## src/rtl/cluster_icache_flush_sequencer.sv

```systemverilog
// Icache flush responder: drains refills, pulses L0 flushes, then walks every L1 set to invalidate it.
// Optional cycle counter output enabled by defining CLUSTER_ICACHE_FLUSH_PERF_EN.
module cluster_icache_flush_sequencer #(
    parameter int NR_FETCH_PORTS = 1,
    parameter int SET_COUNT      = 128,
    parameter int SET_AW         = $clog2(SET_COUNT)
) (
    input  logic                      clk_i,
    input  logic                      rst_i,
    input  logic [NR_FETCH_PORTS-1:0] flush_valid_i,
    output logic [NR_FETCH_PORTS-1:0] flush_ready_o,
    input  logic                      refill_idle_i,
    output logic                      lookup_block_o,
    output logic [NR_FETCH_PORTS-1:0] l0_flush_o,
    input  logic [NR_FETCH_PORTS-1:0] l0_flush_ack_i,
    output logic                      tag_req_o,
    input  logic                      tag_gnt_i,
    output logic [SET_AW-1:0]         tag_addr_o,
    output logic                      flush_busy_o
`ifdef CLUSTER_ICACHE_FLUSH_PERF_EN
   ,output logic [31:0]               flush_cycles_o
`endif
);

    typedef enum logic [2:0] {
        S_IDLE,
        S_DRAIN,
        S_L0,
        S_WALK,
        S_DONE
    } state_e;

    localparam logic [SET_AW-1:0] LAST_SET = SET_AW'(SET_COUNT - 1);

    state_e                    state, state_n;
    logic [NR_FETCH_PORTS-1:0] pending, pending_n;
    logic [NR_FETCH_PORTS-1:0] active, active_n;
    logic [NR_FETCH_PORTS-1:0] ack_mask, ack_mask_n;
    logic [NR_FETCH_PORTS-1:0] l0_flush_n;
    logic [SET_AW-1:0]         set_cnt, set_cnt_n;

    always_ff @(posedge clk_i or posedge rst_i) begin
        if (rst_i) begin
            state <= S_IDLE;
        end else begin
            state <= state_n;
        end
    end

    // New requests always land in pending; active is only loaded from IDLE so a walk
    // in progress never claims to cover a port that asked after it started.
    always_comb begin
        state_n    = state;
        pending_n  = pending | flush_valid_i;
        active_n   = active;
        ack_mask_n = ack_mask;
        set_cnt_n  = set_cnt;
        l0_flush_n = '0;
        case (state)
            S_IDLE: begin
                if (pending != '0) begin
                    active_n  = pending;
                    pending_n = flush_valid_i;
                    state_n   = S_DRAIN;
                end
            end
            S_DRAIN: begin
                if (refill_idle_i) begin
                    l0_flush_n = active;
                    ack_mask_n = ~active;
                    state_n    = S_L0;
                end
            end
            S_L0: begin
                ack_mask_n = ack_mask | l0_flush_ack_i;
                if (&(ack_mask | l0_flush_ack_i)) begin
                    set_cnt_n = '0;
                    state_n   = S_WALK;
                end
            end
            S_WALK: begin
                if (tag_gnt_i) begin
                    if (set_cnt == LAST_SET) begin
                        set_cnt_n = '0;
                        state_n   = S_DONE;
                    end else begin
                        set_cnt_n = set_cnt + 1'b1;
                    end
                end
            end
            S_DONE: begin
                active_n = '0;
                state_n  = S_IDLE;
            end
            default: begin
                state_n = S_IDLE;
            end
        endcase
    end

    always_ff @(posedge clk_i or posedge rst_i) begin
        if (rst_i) begin
            pending       <= '0;
            active        <= '0;
            ack_mask      <= '0;
            set_cnt       <= '0;
            l0_flush_o    <= '0;
            flush_ready_o <= '1;
        end else begin
            pending       <= pending_n;
            active        <= active_n;
            ack_mask      <= ack_mask_n;
            set_cnt       <= set_cnt_n;
            l0_flush_o    <= l0_flush_n;
            flush_ready_o <= ~(pending_n | active_n);
        end
    end

    assign lookup_block_o = (state != S_IDLE);
    assign flush_busy_o   = (state != S_IDLE);
    assign tag_req_o      = (state == S_WALK);
    assign tag_addr_o     = set_cnt;

`ifdef CLUSTER_ICACHE_FLUSH_PERF_EN
    logic [31:0] perf_cnt;

    // The reported figure includes the DONE cycle itself, hence the +1 on capture.
    always_ff @(posedge clk_i or posedge rst_i) begin
        if (rst_i) begin
            perf_cnt       <= '0;
            flush_cycles_o <= '0;
        end else begin
            if (state == S_IDLE) begin
                if (state_n != S_IDLE) begin
                    perf_cnt <= '0;
                end
            end else if (perf_cnt != 32'hFFFF_FFFF) begin
                perf_cnt <= perf_cnt + 32'd1;
            end
            if (state == S_DONE) begin
                flush_cycles_o <= (perf_cnt == 32'hFFFF_FFFF) ? perf_cnt : perf_cnt + 32'd1;
            end
        end
    end
`endif

endmodule

```

## config.mk

```make
export PLATFORM = sky130hd
export DESIGN_NAME = cluster_icache_flush_sequencer
export DESIGN_NICKNAME = d
export VERILOG_FILES = /design/src/rtl/cluster_icache_flush_sequencer.sv
export SDC_FILE = /design/constraint.sdc
export NUM_CORES = 1
export LEC_CHECK = 0
export ABC_AREA = 1
export CELL_PAD_IN_SITES_DETAIL_PLACEMENT = 1
export CELL_PAD_IN_SITES_GLOBAL_PLACEMENT = 2
export CORE_ASPECT_RATIO = 1.4
export CORE_MARGIN = 1.5
export CORE_UTILIZATION = 35
export DETAILED_ROUTE_END_ITERATION = 8
export DONT_BUFFER_PORTS = 1
export GPL_TIMING_DRIVEN = 0
export PLACE_DENSITY_LB_ADDON = 0.1
export REMOVE_ABC_BUFFERS = 1
export SLEW_MARGIN = 25
export SYNTH_ARGS = -nofsm -noshare
export SYNTH_HDL_FRONTEND = slang
export SYNTH_SLANG_ARGS = --single-unit
```

## constraint.sdc

```tcl
create_clock -name clk_i -period 2.7 [get_ports clk_i]
set_input_delay 0.54 -clock clk_i [delete_from_list [all_inputs] [get_ports clk_i]]
set_output_delay 0.54 -clock clk_i [all_outputs]
set_load 0.03 [all_outputs]
```

# ---- Word level (Yosys, flattened, before mapping)
# Cells that the tools add are included.
dict set report totals {
  regBits 15
  latchBits 0
  mem_bits_rw 0
  romBits 0
  input_bits 6
  out_inout_bits 12
  n_memories 0
}
dict set report classes {
  n_addsub 1
  multipliers 0
  div_mod_pow 0
  order_cmp 0
  n_eq_ne 10
  n_shift 0
  mux 18
  bitwise 5
  n_reduce_logical 7
}
# cell count
set op_table {}
lappend op_table {{2-to-1 mux 7 bit} 3}
lappend op_table {{2-to-1 mux 3 bit} 5}
lappend op_table {{case mux 7 bit (2 select lines)} 1}
lappend op_table {{case mux 3 bit (4 select lines)} 1}
lappend op_table {{adder 7 x 1 -> 7 bit, second input constant} 1}
lappend op_table {{== test 7 bit, second input constant} 1}
lappend op_table {{== test 3 x 2 -> 1 bit, second input constant} 2}
lappend op_table {{2-to-1 mux 1 bit} 6}
lappend op_table {{inequality test 2 bit, second input constant} 3}
lappend op_table {{AND reduction 5 bit} 1}
lappend op_table {{inequality test 2 x 1 -> 1 bit, second input constant} 2}
lappend op_table {{case mux 1 bit (2 select lines)} 2}
lappend op_table {{nonzero test 2 bit} 2}
lappend op_table {{== test 3 x 1 -> 1 bit, second input constant} 1}
lappend op_table {{== test 3 bit, second input constant} 1}
lappend op_table {{zero test 3 bit} 1}
lappend op_table {{OR 1 bit} 3}
lappend op_table {{AND reduction 3 bit} 1}
lappend op_table {{nonzero test 3 bit} 1}
lappend op_table {{inverter 1 bit} 2}
lappend op_table {{AND reduction 2 bit} 1}

# ---- Depth between registers and ports, before layout
dict set report depth {
  depth_word 5
  ltp_mapped 8
}

# ---- Worst setup path after synthesis
# No wires, ideal clock.
dict set report synth_path {
  path_kind {reg-to-output}
  from {reg state[2]}
  to {out lookup_block_o}
  arrival_ns 1.214
  required_ns 2.160
  slack_ns 0.946
  stages_incl_launch_ff 4
  n_path_buf 1
  path_cell_list {dfrtp_1 nor2_1 nand2_1 buf_4}
}
dict set report synth_between {
  elab_chain_cells 1
}
# item line
set synth_lines {}
lappend synth_lines {{from (decl)} 35} ;# state_e state, state_n;
lappend synth_lines {{from (signal assigned)} 46} ;# state <= state_n;
lappend synth_lines {{nonzero test 3 bit} n/a}
lappend synth_lines {{to (decl)} 13} ;# output logic lookup_block_o,
# Every way passes these cells.

# ---- Worst setup path in the final report
dict set report layout_path {
  from {reg state[2]}
  to {out flush_busy_o}
}
dict set report layout_between {
  elab_chain_cells 1
}
# item line
set layout_lines {}
lappend layout_lines {{nonzero test 3 bit} 120} ;# assign flush_busy_o = (state != S_IDLE);
lappend layout_lines {{to (decl)} 19} ;# output logic flush_busy_o
# Every way passes these cells.

==> impl_metrics.env <==
export IMPL_status="finished, final reports clean"
export IMPL_setup_viol=0
export IMPL_die_area_um2=2640
export IMPL_wl_um=1780
export IMPL_whs_ps=203
export IMPL_fp_coreArea_um2=2200
export IMPL_ys_warnings_count=0
export IMPL_io_pins=18
export IMPL_root_buffer="clkbuf_4"
export IMPL_num_antenna_cells=0
export IMPL_hp_class="in -> async"
export IMPL_initial_core_util_pct=37.1
export IMPL_post_cts_setup_buffers=0
export IMPL_drc=0
export IMPL_ant_nets=0
export IMPL_cp_end_kind="output pin"
export IMPL_ys_seq_elements=15
export IMPL_drt_pass1_iter_count=4
export IMPL_htree_levels=1
export IMPL_fillerInstances=295
export IMPL_synth_cell_type_count=21
export IMPL_clock_latency_ps=280
export IMPL_syn_avg_cell_area_um2=7.71
export IMPL_max_slew_margin_rel_pct=59.3
export IMPL_grt_pass1_wl_um=3060
export IMPL_grt_max_degree=16
export IMPL_cts_buffer_depth=2
export IMPL_synth_top_flop_cell="dfrtp_1"
export IMPL_io_buffers=0
export IMPL_crit_type="reg -> out"
export IMPL_cp_max_fo=5
export IMPL_finalHoldViolCount=0
export IMPL_synth_area_um2=817
export IMPL_synth_top_area_share_pct=42.9
export IMPL_layout_min_cycle_time_ps=2090
export IMPL_clock_sinks=15
export IMPL_required_ps=2160
export IMPL_die_x_um=43.8
export IMPL_finalClockSkew_ps=2.82
export IMPL_area_growth_pct=4.44
export IMPL_avgRoutedWirePerCell_um=13.7
export IMPL_grtUsageTotal_pct=16.1
export IMPL_cts_tree="yes"
export IMPL_tightest_slew_ps=610
export IMPL_finalMaxSlewViolations=0
export IMPL_cts_buffers=3
export IMPL_yosysMostFrequentCell="nand2_1"
export IMPL_vias=680
export IMPL_antenna_found_initial=0
export IMPL_setup_tns_ps=0
export IMPL_post_dp_hpwl_um=1400
export IMPL_synth_area_leaders="dfrtp_1 43%, nand2_1 11%, nand3_1 7.4%"
export IMPL_clk_transition_reported_paths_ps=90
export IMPL_cts_resized=0
export IMPL_leakage_nw=0.455
export IMPL_synthTopCellsByCount="25 x nand2_1, 16 x inv_1, 14 x dfrtp_1"
export IMPL_drive_above_1_share_pct=11.1
export IMPL_cp_arrival_ps=1550
export IMPL_irDropWorstVdd_v=0.000461
export IMPL_maxCapViolCount=0
export IMPL_async_reset_ff_share_pct=100
export IMPL_grt_pass1_vias=663
export IMPL_dr_first_iter_drc_count=7
export IMPL_overflow=0
export IMPL_netlist_instances=106
export IMPL_viasPerCell=5.23
export IMPL_rows=20
export IMPL_synth_top_cell_by_area="dfrtp_1"
export IMPL_power_density_nw_per_um2=1140
export IMPL_rsz0062_at_grt="false"
export IMPL_ys_seq_area_share_pct=46.1
export IMPL_max_freq_mhz=480
export IMPL_ctsHoldBuffers=0
export IMPL_period_share_pct=77.2
export IMPL_gp_congestion=0.719
export IMPL_nNetsFinal=116
export IMPL_synth_edf_count=0
export IMPL_start_kind="flop"
export IMPL_fp_dieH_um=60.2
-- cells by family after synthesis --
family          share of synthesized area (%)
fa+ha+maj                                1.53
simple gates                             34.0
buf+inv                                  9.65
compound gates                           8.73
flops                                    46.1
-- cell usage in the layout (no fill, tap or decap) --
master and instances:
inv_1 16, o21ai_2 1, nand4_1 2, nand3_2 2, o21a_1 1, a21o_1 1
nor2_1 13, ha_1 1, dfrtp_1 14, nand2_1 25, nand3_1 12, clkbuf_4 3
nor2_4 1, o21ai_0 4, a21oi_1 4, a22oi_1 1, nor3_1 1, nand2_2 3
nand3b_1 1, clkinv_2 1, dfstp_2 1
-- routing by layer --
layer | routed length, um | GRT usage, %
met3 | 31 | 1.81
met2 | 983 | 28.2
met1 | 746 | 19.0
met4 | 18 | 7.79
met5 | 0 | 0
-- worst paths after layout --
path,start,depth (start not counted),slack (ps),to
max reg2reg,tag_addr_o[0],8,920,state[0]
min in group clk_i,flush_valid_i,1,360,pending
max in group asynchronous,rst_i,1,2100,tag_addr_o[3]
min reg2reg,pending,1,510,pending
min,rst_i,1,200,tag_addr_o[5]
max,state[2],2,610,flush_busy_o
-- per-stage QoR --
| step | util [%] | worst slack (ps) | instances | power [mW] | area (um^2) |
|---|---|---|---|---|---|
| after floorplan | - | 1070 | 104 | 0.752 | 798 |
| after global placement | 37.5 | 935 | 126 | 0.840 | 826 |
| after detailed placement | 37.5 | 904 | 126 | 0.856 | 826 |
| after CTS | 38.8 | 584 | 130 | 0.994 | 853 |
| after global routing | 38.8 | 508 | 130 | 1.07 | 853 |
| final | 38.8 | 615 | 130 | 0.970 | 853 |
-- cell type report --
cell class	count	area [um^2]	area share, %
Sequential cell	15	377	44.1
Multi-Input combinational cell	73	362	42.4
Clock inverter	1	5.00	0.587
Inverter	16	60.1	7.04
Clock buffer	3	22.5	2.64
Tap cell	22	27.5	3.23
-- power by group --
| part | total, mW | internal [mW] | leakage, nW | switching, mW |
|---|---|---|---|---|
| Clock | 0.129 | 0.0550 | 0.0177 | 0.0744 |
| Sequential | 0.407 | 0.295 | 0.193 | 0.113 |
| Combinational | 0.434 | 0.119 | 0.245 | 0.315 |
| Total | 0.970 | 0.468 | 0.455 | 0.502 |
-- critical path: stages (launching register included) --
cell and delay [ps]:
dfrtp_1 450, nor2_1 330, nand2_1 480
-- sequential cells by signal, summed over array words and instances, names as in the netlist --
register and flops:
active 1, l0_flush_o 1, state 3, pending 1, flush_ready_o 1, ack_mask 1, tag_addr_o 7
(Power assumes the default switching activity.)
